$ cat src/rtl/selen_fetch_pkg.sv
// Shared types and constants for the Wishbone instruction prefetch master.
//   fetch_entry_t : one prefetched word as held in the FIFO {pc, instr, err}
//   issue_state_e : strobe issue state (idle / strobing this cycle)
//   WORD_BYTES    : address increment per fetched word
//   SEL_ALL       : byte-select value for full-word reads
package selen_fetch_pkg;

    localparam int         WORD_BYTES = 4;
    localparam logic [3:0] SEL_ALL    = 4'hF;

    typedef struct packed {
        logic [31:0] pc;
        logic [31:0] instr;
        logic        err;
    } fetch_entry_t;

    typedef enum logic [0:0] {
        ST_IDLE   = 1'b0,
        ST_STROBE = 1'b1
    } issue_state_e;

endpackage

$ cat src/rtl/wb_fetch_fifo.sv
// Small synchronous FIFO of fetch_entry_t used as the prefetch buffer.
// Ports:
//   wb_clk_i, wb_rst_i : clock, asynchronous active-high reset
//   flush_i            : empties the FIFO; a push or pop in the same cycle is ignored
//   push_i/push_data_i : write an entry (caller guarantees space)
//   pop_i              : remove the head when valid
//   head_o, valid_o    : current head entry and its valid flag
//   count_o            : number of stored entries
module wb_fetch_fifo
    import selen_fetch_pkg::*;
#(
    parameter int DEPTH = 4,
    parameter int CW    = $clog2(DEPTH + 1)
) (
    input  logic          wb_clk_i,
    input  logic          wb_rst_i,
    input  logic          flush_i,
    input  logic          push_i,
    input  fetch_entry_t  push_data_i,
    input  logic          pop_i,
    output fetch_entry_t  head_o,
    output logic          valid_o,
    output logic [CW-1:0] count_o
);

    localparam int PW = $clog2(DEPTH);

    fetch_entry_t  mem [DEPTH];
    logic [PW-1:0] wr_ptr_reg, rd_ptr_reg;
    logic [CW-1:0] count_reg;
    logic          do_push, do_pop;

    assign valid_o = (count_reg != '0);
    assign count_o = count_reg;
    assign head_o  = mem[rd_ptr_reg];
    assign do_push = push_i & ~flush_i;
    assign do_pop  = pop_i & valid_o & ~flush_i;

    // Storage has no reset: only entries below count_reg are ever observed.
    always_ff @(posedge wb_clk_i) begin
        if (do_push) begin
            mem[wr_ptr_reg] <= push_data_i;
        end
    end

    // DEPTH is a power of two, so the pointers wrap naturally.
    always_ff @(posedge wb_clk_i or posedge wb_rst_i) begin
        if (wb_rst_i) begin
            wr_ptr_reg <= '0;
            rd_ptr_reg <= '0;
            count_reg  <= '0;
        end else if (flush_i) begin
            wr_ptr_reg <= '0;
            rd_ptr_reg <= '0;
            count_reg  <= '0;
        end else begin
            if (do_push) wr_ptr_reg <= wr_ptr_reg + PW'(1);
            if (do_pop)  rd_ptr_reg <= rd_ptr_reg + PW'(1);
            count_reg <= count_reg + CW'(do_push) - CW'(do_pop);
        end
    end

endmodule

$ cat src/rtl/wb_fetch_master.sv
// Wishbone read master that prefetches 32-bit instruction words into a FIFO
// for the fetch stage. Issues single-cycle pipelined strobes (1 word/clk),
// tracks outstanding requests, and on redirect flushes the FIFO and discards
// every response still in flight.
// Ports:
//   wb_clk_i, wb_rst_i           : clock, asynchronous active-high reset
//   wb_adr_o/dat_o/sel_o/we_o    : request address (read-only, full word)
//   wb_cyc_o, wb_stb_o           : bus cycle and one-cycle strobe
//   wb_dat_i, wb_ack_i, wb_err_i : in-order responses
//   fetch_en_i                   : allow new requests
//   redir_i, redir_pc_i          : flush and restart at redir_pc_i
//   instr_valid_o/ready_i        : FIFO head handshake
//   instr_o, instr_pc_o, instr_err_o : head word, its address, error flag
//   proto_err_o                  : sticky, response seen with nothing outstanding
module wb_fetch_master
    import selen_fetch_pkg::*;
#(
    parameter int            AW         = 32,
    parameter int            DW         = 32,
    parameter int            FIFO_DEPTH = 4,
    parameter int            MAX_OUTST  = 2,
    parameter logic [AW-1:0] RESET_PC   = '0
) (
    input  logic          wb_clk_i,
    input  logic          wb_rst_i,
    output logic [AW-1:0] wb_adr_o,
    output logic [DW-1:0] wb_dat_o,
    input  logic [DW-1:0] wb_dat_i,
    output logic [3:0]    wb_sel_o,
    output logic          wb_we_o,
    output logic          wb_cyc_o,
    output logic          wb_stb_o,
    input  logic          wb_ack_i,
    input  logic          wb_err_i,
    input  logic          fetch_en_i,
    input  logic          redir_i,
    input  logic [AW-1:0] redir_pc_i,
    output logic          instr_valid_o,
    input  logic          instr_ready_i,
    output logic [DW-1:0] instr_o,
    output logic [AW-1:0] instr_pc_o,
    output logic          instr_err_o,
    output logic          proto_err_o
);

    localparam int OW = $clog2(MAX_OUTST + 1);
    localparam int CW = $clog2(FIFO_DEPTH + 1);
    localparam int QW = (MAX_OUTST > 1) ? $clog2(MAX_OUTST) : 1;

    issue_state_e  state_reg, state_next;
    logic [AW-1:0] adr_reg, adr_next, pc_reg, pc_next;
    logic [OW-1:0] outst_reg, outst_next, drop_reg, drop_next;
    logic          proto_err_reg, proto_err_next;
    logic [QW-1:0] q_wr_reg, q_rd_reg;
    logic [AW-1:0] pcq_mem [MAX_OUTST];
    logic          resp, resp_ok, stray, fifo_push, fifo_pop, can_issue;
    logic [CW-1:0] fifo_cnt;
    fetch_entry_t  fifo_in, fifo_head;
    int            outst_nx, fifo_cnt_nx;
    logic [1:0]    unused_pc_bits;

    assign unused_pc_bits = redir_pc_i[1:0];

    assign wb_stb_o    = (state_reg == ST_STROBE);
    assign wb_cyc_o    = wb_stb_o | (outst_reg != '0);
    assign wb_adr_o    = adr_reg;
    assign wb_dat_o    = '0;
    assign wb_sel_o    = SEL_ALL;
    assign wb_we_o     = 1'b0;
    assign proto_err_o = proto_err_reg;

    // A response only counts when something is actually outstanding.
    assign resp      = wb_ack_i | wb_err_i;
    assign resp_ok   = resp & (outst_reg != '0);
    assign stray     = resp & (outst_reg == '0);
    assign fifo_push = resp_ok & (drop_reg == '0) & ~redir_i;
    assign fifo_pop  = instr_valid_o & instr_ready_i;

    function automatic logic [QW-1:0] q_inc(input logic [QW-1:0] p);
        return (p == QW'(MAX_OUTST - 1)) ? '0 : p + QW'(1);
    endfunction

    // Credits are checked against the state after this cycle's events, so a
    // strobe issued now can never overflow the FIFO when its word lands.
    always_comb begin
        outst_nx       = int'(outst_reg) + int'(wb_stb_o) - int'(resp_ok);
        fifo_cnt_nx    = redir_i ? 0 : int'(fifo_cnt) + int'(fifo_push) - int'(fifo_pop);
        can_issue      = fetch_en_i && !redir_i && (outst_nx < MAX_OUTST)
                         && ((outst_nx + fifo_cnt_nx) < FIFO_DEPTH);
        state_next     = can_issue ? ST_STROBE : ST_IDLE;
        adr_next       = adr_reg;
        pc_next        = pc_reg;
        drop_next      = drop_reg;
        outst_next     = OW'(outst_nx);
        proto_err_next = proto_err_reg | stray;
        if (redir_i) begin
            // Everything still on the bus after this cycle must be discarded,
            // including a strobe issued in this very cycle.
            pc_next   = {redir_pc_i[AW-1:2], 2'b00};
            drop_next = OW'(outst_nx);
        end else begin
            if (can_issue) begin
                adr_next = pc_reg;
                pc_next  = pc_reg + AW'(WORD_BYTES);
            end
            if (resp_ok && drop_reg != '0) begin
                drop_next = drop_reg - OW'(1);
            end
        end
    end

    always_ff @(posedge wb_clk_i or posedge wb_rst_i) begin
        if (wb_rst_i) begin
            state_reg     <= ST_IDLE;
            adr_reg       <= RESET_PC;
            pc_reg        <= RESET_PC;
            outst_reg     <= '0;
            drop_reg      <= '0;
            proto_err_reg <= 1'b0;
            q_wr_reg      <= '0;
            q_rd_reg      <= '0;
        end else begin
            state_reg     <= state_next;
            adr_reg       <= adr_next;
            pc_reg        <= pc_next;
            outst_reg     <= outst_next;
            drop_reg      <= drop_next;
            proto_err_reg <= proto_err_next;
            if (wb_stb_o) q_wr_reg <= q_inc(q_wr_reg);
            if (resp_ok)  q_rd_reg <= q_inc(q_rd_reg);
        end
    end

    // In-order address queue: dropped responses still pop their entry, so
    // the queue stays aligned with the bus across redirects.
    always_ff @(posedge wb_clk_i) begin
        if (wb_stb_o) begin
            pcq_mem[q_wr_reg] <= adr_reg;
        end
    end

    assign fifo_in = '{pc: 32'(pcq_mem[q_rd_reg]), instr: 32'(wb_dat_i), err: wb_err_i};

    wb_fetch_fifo #(
        .DEPTH (FIFO_DEPTH),
        .CW    (CW)
    ) u_fifo (
        .wb_clk_i    (wb_clk_i),
        .wb_rst_i    (wb_rst_i),
        .flush_i     (redir_i),
        .push_i      (fifo_push),
        .push_data_i (fifo_in),
        .pop_i       (fifo_pop),
        .head_o      (fifo_head),
        .valid_o     (instr_valid_o),
        .count_o     (fifo_cnt)
    );

    assign instr_o     = fifo_head.instr[DW-1:0];
    assign instr_pc_o  = fifo_head.pc[AW-1:0];
    assign instr_err_o = fifo_head.err;

endmodule
$ cat config.mk
export PLATFORM = sky130hd
export DESIGN_NAME = wb_fetch_master
export DESIGN_NICKNAME = d
export VERILOG_FILES = /design/src/rtl/selen_fetch_pkg.sv /design/src/rtl/wb_fetch_fifo.sv /design/src/rtl/wb_fetch_master.sv
export SDC_FILE = /design/constraint.sdc
export NUM_CORES = 1
export LEC_CHECK = 0
export ABC_AREA = 0
export BUFFER_PORTS_ARGS = -buffer_cell sky130_fd_sc_hd__buf_2
export CORE_MARGIN = 1
export CORE_UTILIZATION = 50
export CTS_CLUSTER_SIZE = 20
export DETAILED_ROUTE_END_ITERATION = 6
export MAX_ROUTING_LAYER = met4
export PLACE_DENSITY = 0.8
export SYNTH_ARGS = -nofsm -noshare
export SYNTH_HDL_FRONTEND = slang
export SYNTH_SLANG_ARGS = --single-unit
$ cat constraint.sdc
create_clock -name wb_clk_i -period 9.6 [get_ports wb_clk_i]
set_clock_uncertainty 0.2 [all_clocks]
set_input_delay 0.96 -clock wb_clk_i [delete_from_list [all_inputs] [get_ports wb_clk_i]]
set_output_delay 0.96 -clock wb_clk_i [all_outputs]
set_load 0.01 [all_outputs]
* After elaboration in Yosys (flattened, before gate mapping)
Memory sizes are Yosys's and may differ from the RTL's.
Cells that the tools add are included.
** Word-level totals
- Flip-flop bits (word level) :: 79
- Bits in writable memories :: 324
- Bits of input ports :: 71
- Output and inout bits :: 138
- Word-level logic and storage cells :: 72
- Memories kept :: 2
** Memory list
- u_fifo.mem :: words 4, width 65, read ports 1, clocked after memory_dff 0, wr ports 1, RTL line wb_fetch_fifo.sv:28 : fetch_entry_t mem [DEPTH];
- pcq_mem :: words 2, width 32, read ports 1, clocked after memory_dff 0, wr ports 1, RTL line wb_fetch_master.sv:55 : logic [AW-1:0] pcq_mem [MAX_OUTST];
** Operators by class
- Add/sub/neg operators :: 13
- Order comparisons :: 2
- Muxes and demuxes :: 17
- Bitwise gates (word level) :: 12
- Reduce and logical (&&, ||, !) cells :: 15
** Operators by type and width (count)
- 32-bit 2-to-1 mux :: 3
- 32-bit by 3-bit adder with 32-bit output (second input constant) :: 1
- 4-bit by 32-bit adder with 32-bit output :: 1
- 32-bit by 4-bit less-than comparator with 1-bit output (second input constant) :: 1
- 2-bit 2-to-1 mux :: 6
- 2-bit nonzero test :: 6
- 1-bit bitwise AND :: 8
- 1-bit 2-to-1 mux :: 7
- 4-bit by 1-bit subtractor with 5-bit output :: 1
- 2-bit by 1-bit adder with 2-bit output (second input constant) :: 2
- 3-bit by 1-bit adder with 4-bit output :: 1
- 1-bit logical AND :: 4
- 2-bit logical NOT :: 2
- 4-bit by 3-bit less-than comparator with 1-bit output (second input constant) :: 1
- 3-bit by 1-bit subtractor with 4-bit output :: 1
- 2-bit by 1-bit adder with 3-bit output :: 1
- 3-bit by 1-bit adder with 3-bit output :: 1
- 3-bit 2-to-1 mux :: 1
- 1-bit bitwise OR :: 3
- 3-bit nonzero test :: 1
- 3-bit by 1-bit subtractor with 3-bit output :: 1
- 1-bit adder (second input constant) :: 2
- 2-bit AND reduction :: 1
- 2-bit by 1-bit subtractor with 2-bit output (second input constant) :: 1
- 2 further kinds :: 2

* Longest topological paths before layout
- Depth after elaboration :: 12
- Depth in mapped cells :: 25
- Gate-level depth less buffers :: 23

* Modules after synthesis
From an unflattened synthesis, not the netlist that was laid out.
** Second synthesis, totals
- Cell total of the unflattened synthesis :: 910
- Area total of the unflattened synthesis :: 16545.9 um2
** Modules (own cells, without submodules)
- wb_fetch_fifo :: instances 1, cells each 384, area each 9867.0 um2, seq. area each 7982.7 um2
- wb_fetch_master :: instances 1, cells each 526, area each 6678.9 um2, seq. area each 3503.4 um2

* Least setup slack after synthesis
OpenSTA, ideal clock, no wires.
- Kind :: input to register
- Start point :: input port wb_err_i
- End point :: register pc_reg[22]
- Data arrival time :: 5.906 ns
- Slack :: 3.412 ns
- Stages :: 21
- Buffers on the path :: 0
- Cell sequence :: o22ai_1 > inv_1 > ha_1 > inv_1 > ha_1 > inv_1 > fa_1 > xor2_1 > ha_1 > nor3_1 > a211oi_1 > a21oi_1 > inv_1 > fa_1 > fa_1 > nor4b_1 > nand4_1 > a211o_2 > o31a_1 > or3_1 > a31oi_1
** On the way
- Cells in the longest elaborated chain, start to end :: 11
** Ends and longest elaborated chain
- from (decl) :: RTL line wb_fetch_master.sv:34 : input logic wb_err_i,
- 1-bit bitwise OR * :: RTL line wb_fetch_master.sv:73 : assign resp = wb_ack_i | wb_err_i;
- 1-bit bitwise AND * :: RTL line wb_fetch_master.sv:74 : assign resp_ok = resp & (outst_reg != '0);
- 1-bit bitwise AND (2 in series) :: RTL line wb_fetch_master.sv:76 : assign fifo_push = resp_ok & (drop_reg == '0) & ~redir_i;
- 3-bit by 1-bit adder with 4-bit output :: RTL line wb_fetch_master.sv:87 : fifo_cnt_nx = redir_i ? 0 : int'(fifo_cnt) + int'(fifo_push) - int'(fifo_pop);
- 4-bit by 1-bit subtractor with 5-bit output :: RTL line wb_fetch_master.sv:87
- 32-bit 2-to-1 mux :: RTL line wb_fetch_master.sv:87
- 4-bit by 32-bit adder with 32-bit output :: RTL line wb_fetch_master.sv:89 : && ((outst_nx + fifo_cnt_nx) < FIFO_DEPTH);
- 32-bit by 4-bit less-than comparator with 1-bit output :: RTL line wb_fetch_master.sv:89
- 1-bit logical AND * :: RTL line wb_fetch_master.sv:89
- 2-bit nonzero test (no source line) *
- to (signal assigned) :: RTL line wb_fetch_master.sv:125 : pc_reg <= pc_next;
- to (decl) :: RTL line wb_fetch_master.sv:51 : logic [AW-1:0] adr_reg, adr_next, pc_reg, pc_next;
Every way passes the cells marked *; elsewhere a longest branch is shown, timed or not.
A chain may end at the register's enable or synchronous reset.

* Worst setup path in the final report
- Start point :: input port wb_err_i
- End point :: register pc_reg[27]
Same word-level chain as after synthesis.

==> reports/summary.json <==
{
  "run_status": {
    "run_status": "completed"
  },
  "sta": {
    "relSlewSlack_pct": 28.9,
    "period_needed_ps": 6870,
    "finalMaxSlewViolations": 0,
    "fin_hold_ws_ps": 275,
    "setup_violations": 0,
    "timing.final.hold_violations": 0,
    "rsz0062_at_grt": "no",
    "tns_ps": 0,
    "worst_pin_slew_ps": 1070,
    "fin_crit_sh_pct": 71.5,
    "fmax_ghz": 0.146
  },
  "pwr": {
    "netSwitchingFraction_pct": 29.4,
    "peakVddDrop_mv": 0.162,
    "cell_internal_pwr_w": 0.00356,
    "power.density_nw_per_um2": 273,
    "clock_power_share_pct": 28.5,
    "cellLeakagePower_nw": 6.68,
    "share_comb_of_total_power_pct": 26.2,
    "seq_power_share_pct": 45.3,
    "power.net_switching_w": 0.00148
  },
  "cells_and_area": {
    "largest_register_ffs": 252,
    "layout.cells.most_common_list": "sky130_fd_sc_hd__edfxtp_1, sky130_fd_sc_hd__buf_2, sky130_fd_sc_hd__dfrtp_1",
    "antenna_cells": 0,
    "syn2layout_area_growth_pct": 14.8,
    "mostFrequentLayoutCell": "sky130_fd_sc_hd__edfxtp_1",
    "num-nets-final": 1216,
    "reg_top3": "u_fifo.mem x252, pcq_mem x60",
    "share_of_final_layout_standard_cells_stronger_than_drive_strength_1_pct": 32.1,
    "register_ranked_first_by_flip_flop_count": "u_fifo.mem",
    "multiInputGateArea_um2": 4410,
    "nFillCells": 2389,
    "area.sequential_um2": 11300
  },
  "floorplanning": {
    "fp.dieArea_um2": 32800,
    "ioPinCount": 209,
    "rows": 65,
    "placeableCoreArea_um2": 31600,
    "die_w_um": 181,
    "die_height_um": 181,
    "initial_utilization_pct": 50.9
  },
  "logic_synthesis": {
    "syn-mean-instance-area_um2": 17.4,
    "sequential_fraction_of_the_synthesis_area_pct": 70.0,
    "mappedNetlistArea_um2": 16100,
    "synth_async_sr_flop_share_pct": 19.4,
    "synth-edff-count": 312,
    "netlist-cell-type-count": 54,
    "postSynthRegisterBits": 387,
    "synthesis.instances": 921,
    "synth-main-ff-cell": "sky130_fd_sc_hd__edfxtp_1",
    "synth.yosys.warnings": 0
  },
  "drt": {
    "detail_route_met3_wl_mm": 1.96,
    "detail_route.wl_per_cell_um": 19.6,
    "route.layer.met1.wl_mm": 12.9,
    "detail-route-antenna-nets": 0,
    "routed_via_density": 5.47,
    "maxUsedRoutingLayer": "met4",
    "drt_drc_violations_left": 0,
    "detailedRoute.firstIterationViolations": 548,
    "via_count": 8391,
    "dr.pass1.iters": 5,
    "routed_wirelength_mm": 30.1,
    "wl_met2_mm": 14.5
  },
  "place": {
    "port_buffers": 165,
    "place_hpwl_mm": 18.6,
    "finalWeightedCongestion": 0.849
  },
  "critical_path": {
    "element_type_at_the_critical_path_end": "register",
    "crit_type": "in2reg",
    "worst_setup_path_start_kind": "input port",
    "critPathRequiredTime_ps": 9850,
    "cp.arrival_ps": 7120,
    "top_fanout_value_on_the_critical_path": 21
  },
  "worst_hold_path": {
    "worst_hold_path_type": "reg2reg"
  },
  "clocking": {
    "clock_tree.htree_level_count": 2,
    "cts.reportedPaths.clkPinSlew_ps": 60,
    "post-cts-setup-buffer-count": 0,
    "clk-insertion-delay-late_ps": 510,
    "clock_tree.root_cell": "sky130_fd_sc_hd__clkbuf_16",
    "cts_resized": 0,
    "postCtsHoldBufs": 0,
    "tritoncts": "yes",
    "clock-sinks": 387,
    "cts_buffer_depth": 3,
    "clock_buffers_created_by_tritoncts": 40
  },
  "global_route": {
    "grt.total_usage_pct": 19.0,
    "grt_pass1_wl_mm": 46.5,
    "via_count_of_the_first_global_routing_pass": 8348,
    "gr-total-overflow": 0,
    "antenna_violations_before_repair": 0,
    "grt_start_max_net_pins": 76
  },
  "flow_run": {
    "max_cap_violations": 0
  }
}
==> critical path, cell delays in order <==
cell                       delay, ps
sky130_fd_sc_hd__buf_2           160
sky130_fd_sc_hd__o22ai_1         360
sky130_fd_sc_hd__inv_1           130
sky130_fd_sc_hd__nand2_1         150
sky130_fd_sc_hd__nor2_1          140
sky130_fd_sc_hd__ha_1            290
sky130_fd_sc_hd__fa_1            400
sky130_fd_sc_hd__xor2_1          170
sky130_fd_sc_hd__nor2_1           70
sky130_fd_sc_hd__ha_1            330
sky130_fd_sc_hd__nor3_1          190
sky130_fd_sc_hd__a211oi_1         90
sky130_fd_sc_hd__a21oi_1         480
sky130_fd_sc_hd__inv_1           170
sky130_fd_sc_hd__fa_1            410
sky130_fd_sc_hd__fa_1            430
sky130_fd_sc_hd__nor4b_1         310
sky130_fd_sc_hd__nand4_1         210
sky130_fd_sc_hd__a211oi_2        460
sky130_fd_sc_hd__a31oi_4         370
sky130_fd_sc_hd__buf_4           330
sky130_fd_sc_hd__nor4b_1         330
sky130_fd_sc_hd__a211o_1         150
==> final timing paths <==
path                       slack [ps]  cells past startpoint              endpoint         start
min reg2reg                       280                      2           proto_err_o   proto_err_o
min                               280                      2           proto_err_o   proto_err_o
min in group asynchronous         550                      3          wb_adr_o[11]      wb_rst_i
max in group asynchronous        7910                      3  u_fifo.rd_ptr_reg[0]      wb_rst_i
max reg2reg                      2850                     22            pc_reg[27]  outst_reg[1]
max                              2730                     23            pc_reg[27]      wb_err_i
==> per-layer routing <==
layer	global-route usage (%)	vias up
li1	-	3827
met1	25.3	4190
met2	30.2	314
met3	3.37	60
met4	5.80	0
met5	-	-
==> cell usage after synthesis, types with 7 or more instances <==
library cell,number,share of area (%)
sky130_fd_sc_hd__edfxtp_1,312,58
sky130_fd_sc_hd__dfrtp_1,75,12
sky130_fd_sc_hd__mux4_2,63,8.8
sky130_fd_sc_hd__mux2_2,54,3.8
sky130_fd_sc_hd__buf_4,42,2.0
sky130_fd_sc_hd__inv_1,40,0.93
sky130_fd_sc_hd__nand2_1,37,0.86
sky130_fd_sc_hd__nor2_1,35,0.82
sky130_fd_sc_hd__o21ai_0,28,0.87
sky130_fd_sc_hd__ha_1,21,1.6
sky130_fd_sc_hd__fa_1,19,2.4
sky130_fd_sc_hd__clkbuf_1,17,0.40
sky130_fd_sc_hd__a31oi_1,16,0.62
sky130_fd_sc_hd__nor3_1,16,0.50
sky130_fd_sc_hd__nand3_1,15,0.47
sky130_fd_sc_hd__or3_1,14,0.55
sky130_fd_sc_hd__buf_1,12,0.28
sky130_fd_sc_hd__nor2b_1,10,0.39
sky130_fd_sc_hd__a21oi_1,9,0.28
sky130_fd_sc_hd__nand4_1,9,0.35
sky130_fd_sc_hd__mux2i_1,8,0.50
sky130_fd_sc_hd__xnor2_1,7,0.38
==> through the flow <==
stage	cells	area (µm²)	util (%)	total power (W)	setup slack, ps
floorplan	960	16200	-	0.00319	3410
finish	1535	18400	58.4	0.00504	2730
CTS	1535	18400	58.4	0.00509	2760
global route	1535	18400	58.4	0.00529	2250
global placement	1465	17200	54.6	0.00360	2370
detailed placement	1465	17200	54.6	0.00364	2240
==> layout make-up <==
| type | instances | area share, % |
|---|---|---|
| flip-flops and latches | 387 | 61.0 |
| multi-input cells | 461 | 23.9 |
| clock buffers | 52 | 5.90 |
| repair buffers | 174 | 4.85 |
| well taps | 402 | 2.73 |
| inverters | 41 | 0.835 |
| clock inverters | 18 | 0.713 |
==> power by group through the flow <==
stage               Sequential [W]  Clock [W]  Combinational (W)
floorplan                  0.00225          0           0.000937
global placement           0.00231          0            0.00130
detailed placement         0.00232          0            0.00132
CTS                        0.00229    0.00147            0.00133
global route               0.00231    0.00153            0.00145
finish                     0.00228    0.00144            0.00132
==> cells by family after synthesis <==
logic type               Yosys count  synth area share, %
flip-flops                       387                 70.0
AND/OR/NAND/NOR                  162                 5.19
multiplexers                     125                 13.1
buffers and inverters            112                 3.60
AO/OA/AOI/OAI                     80                 3.33
adder cells (fa/ha/maj)           40                 4.00
XOR/XNOR                          13                0.709
other                              2               0.0468
Note: power is estimated with default switching activity, not from simulation.
